### src/rtl/div_share_arbiter_if.sv
// Bundles the request, divider and response signals of div_share_arbiter.
// slave = arbiter view, master = environment (requesters, divider, consumer) view.
interface div_share_arbiter_if #(
   parameter int DATA_W = 16,
   parameter int N_REQ  = 4,
   parameter int ID_W   = 2
);
   // Handshakes: a transfer happens in a cycle where valid and ready are both 1;
   // valid never depends on ready, and payload is stable while valid waits for ready.
   logic [N_REQ-1:0]        req_valid;
   logic [N_REQ-1:0]        req_ready;
   logic [N_REQ*DATA_W-1:0] req_dividend;
   logic [N_REQ*DATA_W-1:0] req_divisor;
   logic [N_REQ-1:0]        req_mode;

   logic                    div_reset;
   logic [DATA_W-1:0]       div_dividend;
   logic [DATA_W-1:0]       div_divisor;
   logic                    div_mode;
   logic                    div_valid_input;
   logic                    div_valid_output;
   logic [DATA_W-1:0]       div_final_output;

   logic                    rsp_valid;
   logic                    rsp_ready;
   logic [ID_W-1:0]         rsp_id;
   logic [DATA_W-1:0]       rsp_data;
   logic                    rsp_err;
   logic                    busy;
   logic [1:0]              fsm_state;

   modport slave (
      input  req_valid, req_dividend, req_divisor, req_mode,
      input  div_valid_output, div_final_output, rsp_ready,
      output req_ready, div_reset, div_dividend, div_divisor, div_mode, div_valid_input,
      output rsp_valid, rsp_id, rsp_data, rsp_err, busy, fsm_state
   );

   modport master (
      output req_valid, req_dividend, req_divisor, req_mode,
      output div_valid_output, div_final_output, rsp_ready,
      input  req_ready, div_reset, div_dividend, div_divisor, div_mode, div_valid_input,
      input  rsp_valid, rsp_id, rsp_data, rsp_err, busy, fsm_state
   );
endinterface

### src/rtl/div_share_arbiter.sv
// Round-robin sharing of one divider among N_REQ requesters, one operation at a time.
// Optional WAIT watchdog enabled by defining DIV_ARB_TIMEOUT_EN.
module div_share_arbiter #(
   parameter int DATA_W      = 16,
   parameter int N_REQ       = 4,
   parameter int ID_W        = 2,
   parameter int TIMEOUT_CYC = 64
) (
   input logic clk,
   input logic reset,
   div_share_arbiter_if.slave bus
);

   typedef enum logic [1:0] {
      S_IDLE  = 2'd0,
      S_ISSUE = 2'd1,
      S_WAIT  = 2'd2,
      S_RESP  = 2'd3
   } state_t;

   state_t            state;
   state_t            state_nx;
   logic [ID_W-1:0]   ptr;
   logic [ID_W-1:0]   win;
   logic [ID_W-1:0]   cand;
   logic              found;
   logic              grant;
   logic              timeout_hit;

   logic [DATA_W-1:0] dvd_arr [N_REQ];
   logic [DATA_W-1:0] dvs_arr [N_REQ];
   logic [DATA_W-1:0] sel_dividend;
   logic [DATA_W-1:0] sel_divisor;
   logic              sel_mode;

   logic [DATA_W-1:0] op_dividend;
   logic [DATA_W-1:0] op_divisor;
   logic              op_mode;
   logic [ID_W-1:0]   op_id;
   logic [DATA_W-1:0] rsp_data_q;
   logic              rsp_err_q;

   for (genvar i = 0; i < N_REQ; i++) begin : g_unpack
      assign dvd_arr[i] = bus.req_dividend[i*DATA_W +: DATA_W];
      assign dvs_arr[i] = bus.req_divisor[i*DATA_W +: DATA_W];
   end

   // Search starts just after the last winner, so every pending requester is served within N_REQ grants.
   always_comb begin
      win   = '0;
      cand  = '0;
      found = 1'b0;
      for (int k = 1; k <= N_REQ; k++) begin
         cand = ID_W'((int'(ptr) + k) % N_REQ);
         if (!found && bus.req_valid[cand]) begin
            found = 1'b1;
            win   = cand;
         end
      end
   end

   assign sel_dividend = dvd_arr[win];
   assign sel_divisor  = dvs_arr[win];
   assign sel_mode     = bus.req_mode[win];
   assign grant        = (state == S_IDLE) && found && !reset;

`ifdef DIV_ARB_TIMEOUT_EN
   localparam int CNT_W = $clog2(TIMEOUT_CYC + 1);
   logic [CNT_W-1:0] wait_cnt;

   always_ff @(posedge clk) begin
      if (reset) begin
         wait_cnt <= '0;
      end else if (state == S_ISSUE) begin
         wait_cnt <= '0;
      end else if (state == S_WAIT) begin
         wait_cnt <= wait_cnt + CNT_W'(1);
      end
   end

   assign timeout_hit   = (state == S_WAIT) && !bus.div_valid_output &&
                          (wait_cnt == CNT_W'(TIMEOUT_CYC - 1));
   assign bus.div_reset = reset | timeout_hit;
`else
   logic unused_timeout;
   assign unused_timeout = (TIMEOUT_CYC == 0);
   assign timeout_hit    = 1'b0;
   assign bus.div_reset  = reset;
`endif

   always_ff @(posedge clk) begin
      if (reset) begin
         state <= S_IDLE;
      end else begin
         state <= state_nx;
      end
   end

   always_comb begin
      state_nx = state;
      case (state)
         S_IDLE:  if (grant) state_nx = (sel_divisor == '0) ? S_RESP : S_ISSUE;
         S_ISSUE: state_nx = S_WAIT;
         S_WAIT:  if (bus.div_valid_output || timeout_hit) state_nx = S_RESP;
         S_RESP:  if (bus.rsp_ready) state_nx = S_IDLE;
         default: state_nx = S_IDLE;
      endcase
   end

   always_comb begin
      bus.req_ready       = '0;
      bus.div_valid_input = 1'b0;
      bus.rsp_valid       = 1'b0;
      bus.busy            = (state != S_IDLE);
      case (state)
         S_IDLE:  if (grant) bus.req_ready[win] = 1'b1;
         S_ISSUE: bus.div_valid_input = 1'b1;
         S_RESP:  bus.rsp_valid = 1'b1;
         default: ;
      endcase
   end

   // A zero divisor is answered straight from IDLE; the divider never sees it.
   always_ff @(posedge clk) begin
      if (reset) begin
         ptr         <= ID_W'(N_REQ - 1);
         op_dividend <= '0;
         op_divisor  <= '0;
         op_mode     <= 1'b0;
         op_id       <= '0;
         rsp_data_q  <= '0;
         rsp_err_q   <= 1'b0;
      end else begin
         if (grant) begin
            op_dividend <= sel_dividend;
            op_divisor  <= sel_divisor;
            op_mode     <= sel_mode;
            op_id       <= win;
            ptr         <= win;
            if (sel_divisor == '0) begin
               rsp_data_q <= '1;
               rsp_err_q  <= 1'b1;
            end
         end
         if (state == S_WAIT) begin
            if (bus.div_valid_output) begin
               rsp_data_q <= bus.div_final_output;
               rsp_err_q  <= 1'b0;
            end else if (timeout_hit) begin
               rsp_data_q <= '0;
               rsp_err_q  <= 1'b1;
            end
         end
      end
   end

   assign bus.div_dividend = op_dividend;
   assign bus.div_divisor  = op_divisor;
   assign bus.div_mode     = op_mode;
   assign bus.rsp_id       = op_id;
   assign bus.rsp_data     = rsp_data_q;
   assign bus.rsp_err      = rsp_err_q;
   assign bus.fsm_state    = state;

endmodule

### src/flat_wrapper.sv
// flat-port wrapper written by rule: the top's interface ports become plain ports
module div_share_arbiter_flat 
#(
   parameter int DATA_W      = 16,
   parameter int N_REQ       = 4,
   parameter int ID_W        = 2,
   parameter int TIMEOUT_CYC = 64
)
  (clk, reset, bus_req_valid, bus_req_dividend, bus_req_divisor, bus_req_mode, bus_div_valid_output, bus_div_final_output, bus_rsp_ready, bus_req_ready, bus_div_reset, bus_div_dividend, bus_div_divisor, bus_div_mode, bus_div_valid_input, bus_rsp_valid, bus_rsp_id, bus_rsp_data, bus_rsp_err, bus_busy, bus_fsm_state);
  div_share_arbiter_if #(.DATA_W(DATA_W), .N_REQ(N_REQ), .ID_W(ID_W)) bus_i ();
  input logic clk;
  input logic reset;
  input wire logic [$bits(bus_i.req_valid)-1:0] bus_req_valid;
  input wire logic [$bits(bus_i.req_dividend)-1:0] bus_req_dividend;
  input wire logic [$bits(bus_i.req_divisor)-1:0] bus_req_divisor;
  input wire logic [$bits(bus_i.req_mode)-1:0] bus_req_mode;
  input wire logic [$bits(bus_i.div_valid_output)-1:0] bus_div_valid_output;
  input wire logic [$bits(bus_i.div_final_output)-1:0] bus_div_final_output;
  input wire logic [$bits(bus_i.rsp_ready)-1:0] bus_rsp_ready;
  output wire logic [$bits(bus_i.req_ready)-1:0] bus_req_ready;
  output wire logic [$bits(bus_i.div_reset)-1:0] bus_div_reset;
  output wire logic [$bits(bus_i.div_dividend)-1:0] bus_div_dividend;
  output wire logic [$bits(bus_i.div_divisor)-1:0] bus_div_divisor;
  output wire logic [$bits(bus_i.div_mode)-1:0] bus_div_mode;
  output wire logic [$bits(bus_i.div_valid_input)-1:0] bus_div_valid_input;
  output wire logic [$bits(bus_i.rsp_valid)-1:0] bus_rsp_valid;
  output wire logic [$bits(bus_i.rsp_id)-1:0] bus_rsp_id;
  output wire logic [$bits(bus_i.rsp_data)-1:0] bus_rsp_data;
  output wire logic [$bits(bus_i.rsp_err)-1:0] bus_rsp_err;
  output wire logic [$bits(bus_i.busy)-1:0] bus_busy;
  output wire logic [$bits(bus_i.fsm_state)-1:0] bus_fsm_state;
  assign bus_i.req_valid = bus_req_valid;
  assign bus_i.req_dividend = bus_req_dividend;
  assign bus_i.req_divisor = bus_req_divisor;
  assign bus_i.req_mode = bus_req_mode;
  assign bus_i.div_valid_output = bus_div_valid_output;
  assign bus_i.div_final_output = bus_div_final_output;
  assign bus_i.rsp_ready = bus_rsp_ready;
  assign bus_req_ready = bus_i.req_ready;
  assign bus_div_reset = bus_i.div_reset;
  assign bus_div_dividend = bus_i.div_dividend;
  assign bus_div_divisor = bus_i.div_divisor;
  assign bus_div_mode = bus_i.div_mode;
  assign bus_div_valid_input = bus_i.div_valid_input;
  assign bus_rsp_valid = bus_i.rsp_valid;
  assign bus_rsp_id = bus_i.rsp_id;
  assign bus_rsp_data = bus_i.rsp_data;
  assign bus_rsp_err = bus_i.rsp_err;
  assign bus_busy = bus_i.busy;
  assign bus_fsm_state = bus_i.fsm_state;
  div_share_arbiter #(.DATA_W(DATA_W), .N_REQ(N_REQ), .ID_W(ID_W), .TIMEOUT_CYC(TIMEOUT_CYC)) u_core (.clk(clk), .reset(reset), .bus(bus_i));
endmodule
### config.mk
export PLATFORM = sky130hd
export DESIGN_NAME = div_share_arbiter_flat
export DESIGN_NICKNAME = d
export VERILOG_FILES = /design/src/rtl/div_share_arbiter_if.sv /design/src/rtl/div_share_arbiter.sv /design/src/flat_wrapper.sv
export SDC_FILE = /design/constraint.sdc
export NUM_CORES = 1
export LEC_CHECK = 0
export BUFFER_PORTS_ARGS = -buffer_cell sky130_fd_sc_hd__buf_2
export CORE_MARGIN = 10
export CORE_UTILIZATION = 40
export CTS_CLUSTER_DIAMETER = 150
export CTS_CLUSTER_SIZE = 10
export DETAILED_ROUTE_END_ITERATION = 7
export GPL_TIMING_DRIVEN = 1
export PLACE_DENSITY = 0.86
export SLEW_MARGIN = 25
export SYNTH_ARGS = -nofsm -noshare
export SYNTH_HDL_FRONTEND = slang
export SYNTH_SLANG_ARGS = --single-unit
### constraint.sdc
create_clock -name clk -period 5.2 [get_ports clk]
set_input_delay 0.26 -clock clk [delete_from_list [all_inputs] [get_ports clk]]
set_output_delay 0.26 -clock clk [all_outputs]
set_load 0.05 [all_outputs]
==> results list <==
* Diode insertion count for antenna repair: 0
* Fmax: ~0.28 GHz
* Hold Path Class: input port to flop
- Critical path endpoint category: flop
* Port Buf Inserts: approximately 220
* Net count of the mapped netlist: 586
- Final #Nets: 780
- Routed via count divided by cell count: 5.55
- Across every metal layer, demand over resource in global routing totals between 10% and 20%.
* TNS Setup: 0 ns
* Final Skew: 0.00744 ns
- Count of hold buffers inserted by post-cts repair: 0
- VDD sags by at most 0.000414 V.
* Quantity of gates resized following cts: 0
- The detailed router used layers up to and including met4.
- Most instantiated library cell after synthesis: nand2_1
- For this run, asynchronously set or reset flops after synthesis account for 0%.
* Run status: completed
- TritonCTS built the clock tree.
- Combined area of the multi-input logic cells: 1980 sq um
- Pin placement for this block handled 218 I/O pins.
- Total power consumption of the routed design: about 2.6 mW
* Starting density of the core: 41.8%
* Syn Std Cell Area: 3280 sq um
- Setup-violating endpoint count in the final report: 0
* Number of antenna violations at the first check in global routing: 0
- The congestion estimate from routability-driven global placement came to 0.896.
- STA classifies the critical path startpoint as a flop.
- Cell at the root of the clock tree: clkbuf_8
- WP data arrival: roughly 3.8 ns
- Maximum buffer depth of the clock tree: 2
- Slowest stage delay, CP: 0.80 ns
* Number of placement rows: 32
* Cell count after synthesis: between 400 and 500
* Via count of the first global-routing pass: around 4100
- Area of the core region: 7850 sq um
- Yosys mapped a number of flops with a built-in enable equal to 0.
- Amount of wire on met2 after detailed routing: 6280 um
- Area added between synthesis and finish: 36.9%
- Count of nets left with antenna violations after detail routing: 0
* Die area: roughly 12000 sq um
* Die extent in y: 111 um
- In the post-synthesis netlist, the biggest area contributors are dfxtp_1 (34%), mux2i_1 (8.5%), a221oi_1 (8.3%), nand2_1 (7.4%), a21oi_1 (7.0%).
- Before antenna repair, the detailed router went through 5 iterations.
- Residual DRC count: 0
- dfxtp_1 takes more of the synthesized area than any other cell.
* Static Leakage: 2.33 nW
- Clk slew on worst S/H paths: ~0.10 ns
* Width of the die: 111 um
- In this run, synthesis produced a sequential element count of 56.
* Top cells by instance count after synthesis: nand2_1 (65), dfxtp_1 (56), a21oi_1 (46)
- Iter 0 DRT Violations: 236
* Count of different cell masters after synthesis: 36
- Post-CTS timing repair inserted 0 buffers for setup.
* CP top delay family: simple AND/OR/NAND/NOR gates
- Max_cap viols: 0
* Seq. cell area: 1120 sq um
* Maximum fanout count along the critical path: 54
- Path type of the worst setup path: flop to flop
- Total CTS buffers: 5
- Synth warn: 0
- Slew Limit Fails: 0
* Routed WL: 12900 um
- Source-to-sink clock delay at the later pin of the worst-skew pair: 0.31 ns
* Filler Cells Inserted: 769
* Detailed-placement wirelength estimate: 10500 um
* Endpoints failing hold: 0
- TritonCTS Sinks: 56
* Final core utilization: 57.3%
- Routed via count: 4015
* Detailed-routed wire length on met3: 1080 um
- After global routing the overflow that remains totals 0.
* Ratio of cells with drive above 1 in the final layout: 39.9%
- Req. time, crit path: 5.43 ns
- The detailed router put a total of 5110 um of wire on met1.
- Wire length of the first global-routing pass: 20500 um
- Critical-path cell with the highest stage delay: nand3_2
- The clock tree synthesis step divided the H-tree into 2 levels.
* Most frequently used flop master after synthesis: dfxtp_1
* Mean Syn Cell Area: 7.71 sq um
- Count of buffering cells on the critical path with inverters included: 0
- Measured against its own limit, the worst slew margin works out to 32.1%.
* Unrepaired setup endpoints after global routing: no
- Summing the sequential cell areas from Yosys gives 34.1% of the chip area.
- Routed wire per std cell: 17.8 um
- Shortest period the worst path allows: ~3.6 ns
* Part of the cycle the worst path needs: around 70%
- For the pin with the worst max-slew slack, the measured transition is 1.02 ns.
- Summed over its instances, the top area cell type makes up 34.1% of the synthesized netlist area.
- Cell chain of the critical path: nand2b_1 -> a21o_1 -> nand3_2 -> a221oi_1 -> o22ai_1 -> nor4_2 -> nand4_2 -> o21ai_0
- In this run the power density over the cells is 568 nW/um^2.
* Pin count of the biggest net entering global routing: 55
[flip-flops by register name, indices dropped and copies added, names as in the netlist]
signal                   cells
u_core.bus.div_dividend     16
u_core.bus.div_divisor      16
u_core.bus.rsp_data         16
u_core.bus.fsm_state         2
u_core.bus.rsp_id            2
u_core.ptr                   2
u_core.bus.div_mode          1
u_core.bus.rsp_err           1
[layer usage]
layer  vias to the layer above  GRT usage, %
li1                       1920             -
met1                      1832          22.4
met2                       229          33.7
met4                         0          6.99
met5                         -             0
met3                        34          5.89
[worst reg2reg max path, delay by kind of cell (launching register included)]
family | cells | cell delay, ns
compound gates | 4 | 1.25
flops | 1 | 0.39
simple gates | 4 | 1.86
[through the flow]
step	instances	worst slack (ns)	instance area [sq um]	hold WS (ns)
6_report	723	1.63	4490	0.223
5_1_grt	723	1.26	4490	0.225
4_1_cts	723	1.67	4490	0.217
3_5_place_dp	715	1.55	4370	0.433
3_3_place_gp	715	1.79	4370	0.429
2_1_floorplan	426	2.78	3280	0.437
[cells in the final DEF, fill, tap and decap left out, types with 2 or more instances in the layout]
cell type,count
a21o_1,2
a21oi_1,45
a21oi_2,2
a221oi_1,31
and2_1,31
buf_2,217
buf_4,5
clkbuf_8,6
dfxtp_1,56
ha_1,4
inv_1,5
mux2i_1,28
nand2_1,65
nand2b_1,2
nand3_1,19
nor2_1,29
nor2b_1,3
nor3_1,18
nor4_2,2
o21ai_0,17
o21ai_2,10
o22ai_1,9
[cells by family after synthesis]
family          synth area share (%)
compound gates                  24.8
fa+ha+maj                       1.52
buf+inv                         5.68
flops                           34.1
mux                             8.54
simple gates                    25.3
[power breakdown]
part,internal (mW),total (mW),switching (mW)
clock,0.158,0.297,0.139
combinational,0.439,1.61,1.17
sequential,0.565,0.646,0.0809
total,1.16,2.55,1.39
[worst paths after layout]
| check | from | endpoint | slack [ns] | depth (start not counted) |
|---|---|---|---|---|
| worst max register to register | u_core.ptr[0] | u_core.bus.rsp_data[5] | 1.63 | 8 |
| worst max-delay path | u_core.ptr[0] | u_core.bus.rsp_data[5] | 1.63 | 8 |
| worst min register to register | u_core.bus.rsp_id[1] | u_core.bus.rsp_id[1] | 0.45 | 2 |
| worst min-delay path | bus_div_final_output[13] | u_core.bus.rsp_data[13] | 0.22 | 3 |
[final cells by class]
class | instances | share of cell area, %
sequential | 56 | 25.0
multi-input combinational | 330 | 44.1
clock inverter | 2 | 0.863
clock buffer | 6 | 1.84
timing repair buffer | 222 | 25.0
tap | 102 | 2.84
inverter | 5 | 0.418
No activity file was read; power rests on OpenSTA's default activity.
